===== config.mk =====
export PLATFORM = sky130hd
export DESIGN_NAME = data_mem_resp_flat
export DESIGN_NICKNAME = d
export VERILOG_FILES = /design/src/rtl/data_mem_resp_pkg.sv /design/src/rtl/data_mem_resp_if.sv /design/src/rtl/data_mem_resp_array.sv /design/src/rtl/data_mem_resp.sv /design/src/flat_wrapper.sv
export SDC_FILE = /design/constraint.sdc
export NUM_CORES = 2
export LEC_CHECK = 0
export CELL_PAD_IN_SITES_DETAIL_PLACEMENT = 0
export CELL_PAD_IN_SITES_GLOBAL_PLACEMENT = 1
export CORE_ASPECT_RATIO = 1.2
export CORE_MARGIN = 1
export CORE_UTILIZATION = 51
export CTS_CLUSTER_DIAMETER = 120
export DETAILED_ROUTE_END_ITERATION = 8
export PLACE_DENSITY = 0.83
export SYNTH_ARGS = -nofsm -noshare
export SYNTH_HDL_FRONTEND = slang
export SYNTH_SLANG_ARGS = --single-unit
export TNS_END_PERCENT = 20

===== constraint.sdc =====
create_clock -name clk -period 3.8 [get_ports clk]
set_input_delay 1.14 -clock clk [delete_from_list [all_inputs] [get_ports clk]]
set_output_delay 1.14 -clock clk [all_outputs]
set_load 0.1 [all_outputs]

===== src/rtl/data_mem_resp_pkg.sv =====
// Shared types and constants for the latency-modelled data memory responder.
package data_mem_resp_pkg;

  localparam int unsigned LATENCY_DEF = 2;
  localparam int unsigned ADDR_W_DEF  = 8;
  localparam int unsigned DATA_W      = 16;
  localparam int unsigned BUS_AW      = 16;
  localparam int unsigned CNT_W       = 4;

  typedef enum logic [1:0] {
    S_IDLE = 2'd0,
    S_WAIT = 2'd1,
    S_DONE = 2'd2
  } state_e;

  // Exactly one direction and a half-word aligned address.
  function automatic logic req_legal(input logic rd, input logic wr, input logic a0);
    return (rd ^ wr) & ~a0;
  endfunction

endpackage


===== src/rtl/data_mem_resp_if.sv =====
// Request/response bus between an initiator and the data memory responder.
interface data_mem_resp_if;
  import data_mem_resp_pkg::*;

  logic [BUS_AW-1:0] addr;
  logic [DATA_W-1:0] data_in;
  logic              rd;
  logic              wr;
  logic [DATA_W-1:0] data_out;
  logic              stall;
  logic              done;
  logic              err;

  modport master (output addr, data_in, rd, wr, input  data_out, stall, done, err);
  modport slave  (input  addr, data_in, rd, wr, output data_out, stall, done, err);

endinterface


===== src/rtl/data_mem_resp_array.sv =====
// Single-port word storage: synchronous write, asynchronous read, never reset.
module data_mem_resp_array
  import data_mem_resp_pkg::*;
#(
  parameter int unsigned ADDR_W = ADDR_W_DEF
) (
  input  logic              clk,
  input  logic              we_i,
  input  logic [ADDR_W-1:0] addr_i,
  input  logic [DATA_W-1:0] wdata_i,
  output logic [DATA_W-1:0] rdata_o
);

  localparam int unsigned DEPTH = 1 << ADDR_W;

  logic [DATA_W-1:0] mem_q [DEPTH];

  always_ff @(posedge clk) begin
    if (we_i) begin
      mem_q[addr_i] <= wdata_i;
    end
  end

  assign rdata_o = mem_q[addr_i];

endmodule


===== src/rtl/data_mem_resp.sv =====
// Memory responder: accepts one aligned rd/wr in IDLE, stalls LATENCY cycles,
// then pulses done; malformed requests produce a one-cycle err pulse.
module data_mem_resp
  import data_mem_resp_pkg::*;
#(
  parameter int unsigned LATENCY = LATENCY_DEF,
  parameter int unsigned ADDR_W  = ADDR_W_DEF
) (
  input  logic           clk,
  input  logic           rst,
  data_mem_resp_if.slave bus
);

  state_e            state_q;
  logic [CNT_W-1:0]  cnt_q;
  logic [ADDR_W-1:0] widx_q;
  logic [ADDR_W-1:0] widx_d;
  logic [DATA_W-1:0] wdata_q;
  logic [DATA_W-1:0] dout_q;
  logic [DATA_W-1:0] rdata;
  logic              is_wr_q;
  logic              stall_q;
  logic              done_q;
  logic              err_q;
  logic              mem_we;

  assign widx_d = bus.addr[ADDR_W:1];

  // Commit at the end of DONE unless that same edge is a reset.
  assign mem_we = (state_q == S_DONE) && is_wr_q && rst;

  data_mem_resp_array #(.ADDR_W(ADDR_W)) u_array (
    .clk     (clk),
    .we_i    (mem_we),
    .addr_i  (widx_q),
    .wdata_i (wdata_q),
    .rdata_o (rdata)
  );

  always_ff @(posedge clk) begin
    if (!rst) begin
      state_q <= S_IDLE;
      cnt_q   <= '0;
      widx_q  <= '0;
      wdata_q <= '0;
      is_wr_q <= 1'b0;
      dout_q  <= '0;
      stall_q <= 1'b0;
      done_q  <= 1'b0;
      err_q   <= 1'b0;
    end else begin
      stall_q <= 1'b0;
      done_q  <= 1'b0;
      err_q   <= 1'b0;
      case (state_q)
        S_IDLE: begin
          if (bus.rd || bus.wr) begin
            if (req_legal(bus.rd, bus.wr, bus.addr[0])) begin
              widx_q  <= widx_d;
              wdata_q <= bus.data_in;
              is_wr_q <= bus.wr;
              cnt_q   <= CNT_W'(LATENCY - 1);
              stall_q <= 1'b1;
              state_q <= S_WAIT;
            end else begin
              err_q <= 1'b1;
            end
          end
        end
        S_WAIT: begin
          if (cnt_q == '0) begin
            done_q  <= 1'b1;
            state_q <= S_DONE;
            if (!is_wr_q) begin
              dout_q <= rdata;
            end
          end else begin
            cnt_q   <= cnt_q - CNT_W'(1);
            stall_q <= 1'b1;
          end
        end
        S_DONE:  state_q <= S_IDLE;
        default: state_q <= S_IDLE;
      endcase
    end
  end

  assign bus.data_out = dout_q;
  assign bus.stall    = stall_q;
  assign bus.done     = done_q;
  assign bus.err      = err_q;

endmodule


===== src/flat_wrapper.sv =====
// flat-port wrapper written by rule: the top's interface ports become plain ports
module data_mem_resp_flat import data_mem_resp_pkg::*;
#(
  parameter int unsigned LATENCY = LATENCY_DEF,
  parameter int unsigned ADDR_W  = ADDR_W_DEF
)
  (clk, rst, bus_addr, bus_data_in, bus_rd, bus_wr, bus_data_out, bus_stall, bus_done, bus_err);
  data_mem_resp_if bus_i ();
  input  logic clk;
  input  logic rst;
  input wire logic [$bits(bus_i.addr)-1:0] bus_addr;
  input wire logic [$bits(bus_i.data_in)-1:0] bus_data_in;
  input wire logic [$bits(bus_i.rd)-1:0] bus_rd;
  input wire logic [$bits(bus_i.wr)-1:0] bus_wr;
  output wire logic [$bits(bus_i.data_out)-1:0] bus_data_out;
  output wire logic [$bits(bus_i.stall)-1:0] bus_stall;
  output wire logic [$bits(bus_i.done)-1:0] bus_done;
  output wire logic [$bits(bus_i.err)-1:0] bus_err;
  assign bus_i.addr = bus_addr;
  assign bus_i.data_in = bus_data_in;
  assign bus_i.rd = bus_rd;
  assign bus_i.wr = bus_wr;
  assign bus_data_out = bus_i.data_out;
  assign bus_stall = bus_i.stall;
  assign bus_done = bus_i.done;
  assign bus_err = bus_i.err;
  data_mem_resp #(.LATENCY(LATENCY), .ADDR_W(ADDR_W)) u_core (.clk(clk), .rst(rst), .bus(bus_i));
endmodule

==> run_results.csv <==
group,metric,value,unit
route,drt_wl_total,437.0,mm
min_path,hp-class,"reg2reg",
yosys,syn_nets,7467,
clocking,cts_tree,"yes",
sta,period_minus_slack,3752,ps
yosys,synth_area,0.1590,mm^2
place,port_buffers,47,
worst_setup_path,cp_slowest_cell,"nor3b_2",
power,swShare,21.34,%
place,dp.final_hpwl,273.3,mm
clocking,cts.htree.levels,5,
worst_setup_path,ff2ff_setup_slack,50,ps
route,drtIter0Drc,11870,
sta,fin_skew,68.14,ps
worst_setup_path,crit_required,4630,ps
power,p_leak,59.80,nW
yosys,synth_edf_count,4096,
min_path,hold_path_end,"u_core.is_wr_q$_SDFFE_PN0P_",
route,viasPerCell,6.557,
sta,worst_slew_pin_slew,1432,ps
worst_setup_path,arrival,4580,ps
route,wire_per_inst,34.48,um
power,max-vdd-ir-drop,0.4404,mV
floorplan,pin_count,55,
final_layout,nets,8340,
final_layout,area_growth,16.44,%
worst_setup_path,rr_startpoint,"u_core.widx_q[0]$_SDFFE_PN0P_",
worst_setup_path,crit_path_end_kind,"register",
clocking,clock_sinks,4146,
worst_setup_path,worstReg2RegEnd,"u_core.bus.data_out[14]$_SDFFE_PN0P_",
yosys,synth-seq-cells,4146,
floorplan,start_util,51.25,%
status,outcome,"finished, final reports clean",
route,drc,0,
yosys,synth_seq_area_share,77.99,%
clocking,clk_pin_slew,70,ps
grt,grt_pass1_vias,83190,
worst_setup_path,reg2reg_depth,9,
worst_setup_path,start_kind,"register",
clocking,cts_hold_buf,0,
clocking,cts_buffers,379,
power,power.internal,73.24,mW
route,vias,83110,
route,drtPass1Iterations,9,
power,p_sw,19.87,mW
worst_setup_path,crit_top_cell,"buf_4",
floorplan,row_count,224,
worst_setup_path,cp_cell_sequence,"buf_4, buf_4, nor3b_2, buf_4, a221oi_1, a31oi_1, a21oi_1, a31o_2, o41ai_1",
yosys,synthArstFlopShare,0,%
worst_setup_path,worstPathMaxFanout,13,
floorplan,fp.dieArea,0.3140,mm^2
sta,drv_slew,0,
clocking,clock_path_buffers,4,
min_path,hp-start,"u_core.is_wr_q$_SDFFE_PN0P_",
place,dp.cells,11980,
sta,period_share,98.75,%
power,seq_power_share,54.3,%
yosys,syn_avg_cell_area,21.41,um^2
yosys,ys_warn_count,0,
place,place_congestion,0.9390,
grt,grt_overflow,0,
sta,relSlewSlack,4.502,%
worst_setup_path,cpPeakStageDelay,1030,ps
sta,hold_violations,0,
final_layout,design_area,0.1851,mm^2
grt,grt_usage,27.67,%
route,ant_nets,0,
place,placed_area,0.1729,mm^2
yosys,synth_flop_cell,"edfxtp_1",
sta,setup-tns-final,0,ps
power,combinationalPowerShare,5.2,%
grt,grt_max_degree,169,
power,p_clk_share,40.5,%
clocking,cts_root_buf,"clkbuf_16",
sta,fmax,266.5,MHz
min_path,min_path_cells,2,
floorplan,die_w,511.7,um
final_layout,drive_gt1_share,28.78,%
floorplan,core-area,0.3103,mm^2
clocking,clkLatencyLatePin,960,ps
grt,grt_pass1_wl,614.5,mm
worst_setup_path,crit_type,"reg2reg",
sta,setup-violations-final,0,
final_layout,fin_cells,12680,
place,place_ws,-207.8,ps
floorplan,die_height,613.7,um
sta,rsz0062_at_grt,"no",
grt,antenna_found_initial,18,
yosys,ys_types,74,
job,drv_cap,0,
power,powerDensity,503.0,mW/mm^2
sta,setup_slack,47.58,ps
yosys,synth_cells,7428,
==> what timing repair did <==
item                                    CTS  global route
endpoints found under the setup margin    3             2
setup buffers                             6             0
gates resized for setup                   2             0
==> cells in the final DEF (no fill, tap or decap), drive strengths merged, types with 15 or more instances in the layout <==
cell,netlist,routed
inv,8,22
o21ai,70,70
a31oi,16,16
clkdlybuf4s50,0,28
a221oi,16,16
bufinv,0,36
a211oi,20,20
mux2i,354,354
clkinvlp,0,15
nor3,56,56
o221ai,24,24
o22ai,241,241
clkbuf,152,472
mux4,846,846
a22o,17,17
nand2b,17,17
nor4,52,52
nor2b,30,30
edfxtp,4096,4096
nor2,307,307
clkinv,0,139
dfxtp,50,50
a21oi,86,86
nand3,77,77
o22a,18,18
a22oi,144,144
nand4,40,40
nand2,143,143
mux2,97,97
buf,301,917
==> cells in the mapped netlist, types with 9 or more instances <==
cell / instances / area (um^2)
a2111oi_0: 11 / 96.34
a211oi_1: 20 / 150.1
a21oi_1: 86 / 430.4
a221oi_1: 13 / 113.9
a22o_1: 17 / 148.9
a22oi_1: 144 / 1081
a31oi_1: 16 / 100.1
buf_1: 19 / 71.32
buf_2: 142 / 710.7
buf_4: 114 / 855.8
buf_6: 26 / 292.8
clkbuf_1: 152 / 570.6
dfxtp_1: 50 / 1001
edfxtp_1: 4096 / 123000
mux2_2: 97 / 1092
mux2i_1: 354 / 3543
mux4_2: 846 / 19050
nand2_1: 142 / 533.0
nand2b_1: 17 / 106.4
nand3_1: 77 / 385.4
nand4_1: 40 / 250.2
nor2_1: 306 / 1149
nor2b_1: 30 / 187.7
nor3_1: 56 / 280.3
nor4_1: 52 / 325.3
o211ai_1: 11 / 82.58
o21ai_0: 70 / 350.3
o221ai_1: 24 / 210.2
o22a_1: 18 / 157.7
o22ai_1: 241 / 1508
or4_1: 9 / 67.56
==> power by group through the flow <==
stage,clock (mW),combinational [mW],sequential [mW]
after detailed placement,0,4.70,51.5
final,37.8,4.82,50.5
after global routing,39.6,4.94,50.5
after floorplan,0,2.26,51.8
after CTS,38.0,4.76,50.5
after global placement,0,4.61,51.5
==> stage by stage <==
step                      utilization (%)  total power, mW  hold slack, ps
final                               59.67            93.12           509.7
after global routing                59.67            95.07           540.9
after CTS                           59.67            93.31           500.3
after detailed placement            55.74            56.22           490.8
after global placement              55.74            56.11           483.7
after floorplan                         -            54.04           454.2
==> logic make-up after synthesis <==
group,Yosys count,synth area share [%]
compound gates,741,3.180
xor+xnor,2,0.01102
fa+ha+maj,3,0.02361
buf+inv,461,1.592
flops,4146,77.99
mux,1297,14.90
simple gates,778,2.308
==> metal layers <==
metal	vias to the layer above	track usage, %	part of all wire (%)
li1	33070	-	-
met1	43240	33.62	33
met2	5644	45.41	49
met3	1141	5.667	10
met4	10	17.79	7.4
met5	-	0	0.013
==> state kept, by name, summed over array words and instances (netlist names) <==
signal,cells
u_core.u_array.mem_q,4096
u_core.bus.data_out,16
u_core.wdata_q,16
u_core.widx_q,8
u_core.cnt_q,4
u_core.state_q,2
u_core.bus.done,1
u_core.bus.err,1
u_core.bus.stall,1
u_core.is_wr_q,1
==> worst max path at each step <==
stage          slack, ps  cells past startpoint                          start                                endpoint
2_1_floorplan          9                      7                            rst  u_core.u_array.mem_q[162][0]$_DFFE_PP_
3_3_place_gp        -160                      9  u_core.widx_q[0]$_SDFFE_PN0P_     u_core.bus.data_out[3]$_SDFFE_PN0P_
3_5_place_dp        -210                     10  u_core.widx_q[0]$_SDFFE_PN0P_     u_core.bus.data_out[5]$_SDFFE_PN0P_
4_1_cts               50                     14  u_core.widx_q[1]$_SDFFE_PN0P_     u_core.bus.data_out[3]$_SDFFE_PN0P_
5_1_grt               70                     11  u_core.widx_q[0]$_SDFFE_PN0P_     u_core.bus.data_out[5]$_SDFFE_PN0P_
6_report              50                      9  u_core.widx_q[0]$_SDFFE_PN0P_    u_core.bus.data_out[14]$_SDFFE_PN0P_
==> area by class of cell <==
class	count	area (um^2)
Sequential cell	4146	124100
Antenna cell	11	27.53
Inverter	8	30.03
Tap cell	4068	5090
Fill cell	20640	125100
Clock inverter	204	2023
Clock buffer	472	10060
Timing Repair Buffer	945	11110
Multi-Input combinational cell	2821	32720
==> worst max-delay path: cells and delay by family, from the launching register on <==
kind | cells | cell delay (ps)
simple gates | 1 | 1030
flops | 1 | 440
buf+inv | 3 | 830
compound gates | 5 | 1350
Note: power is estimated with default switching activity, not from simulation.
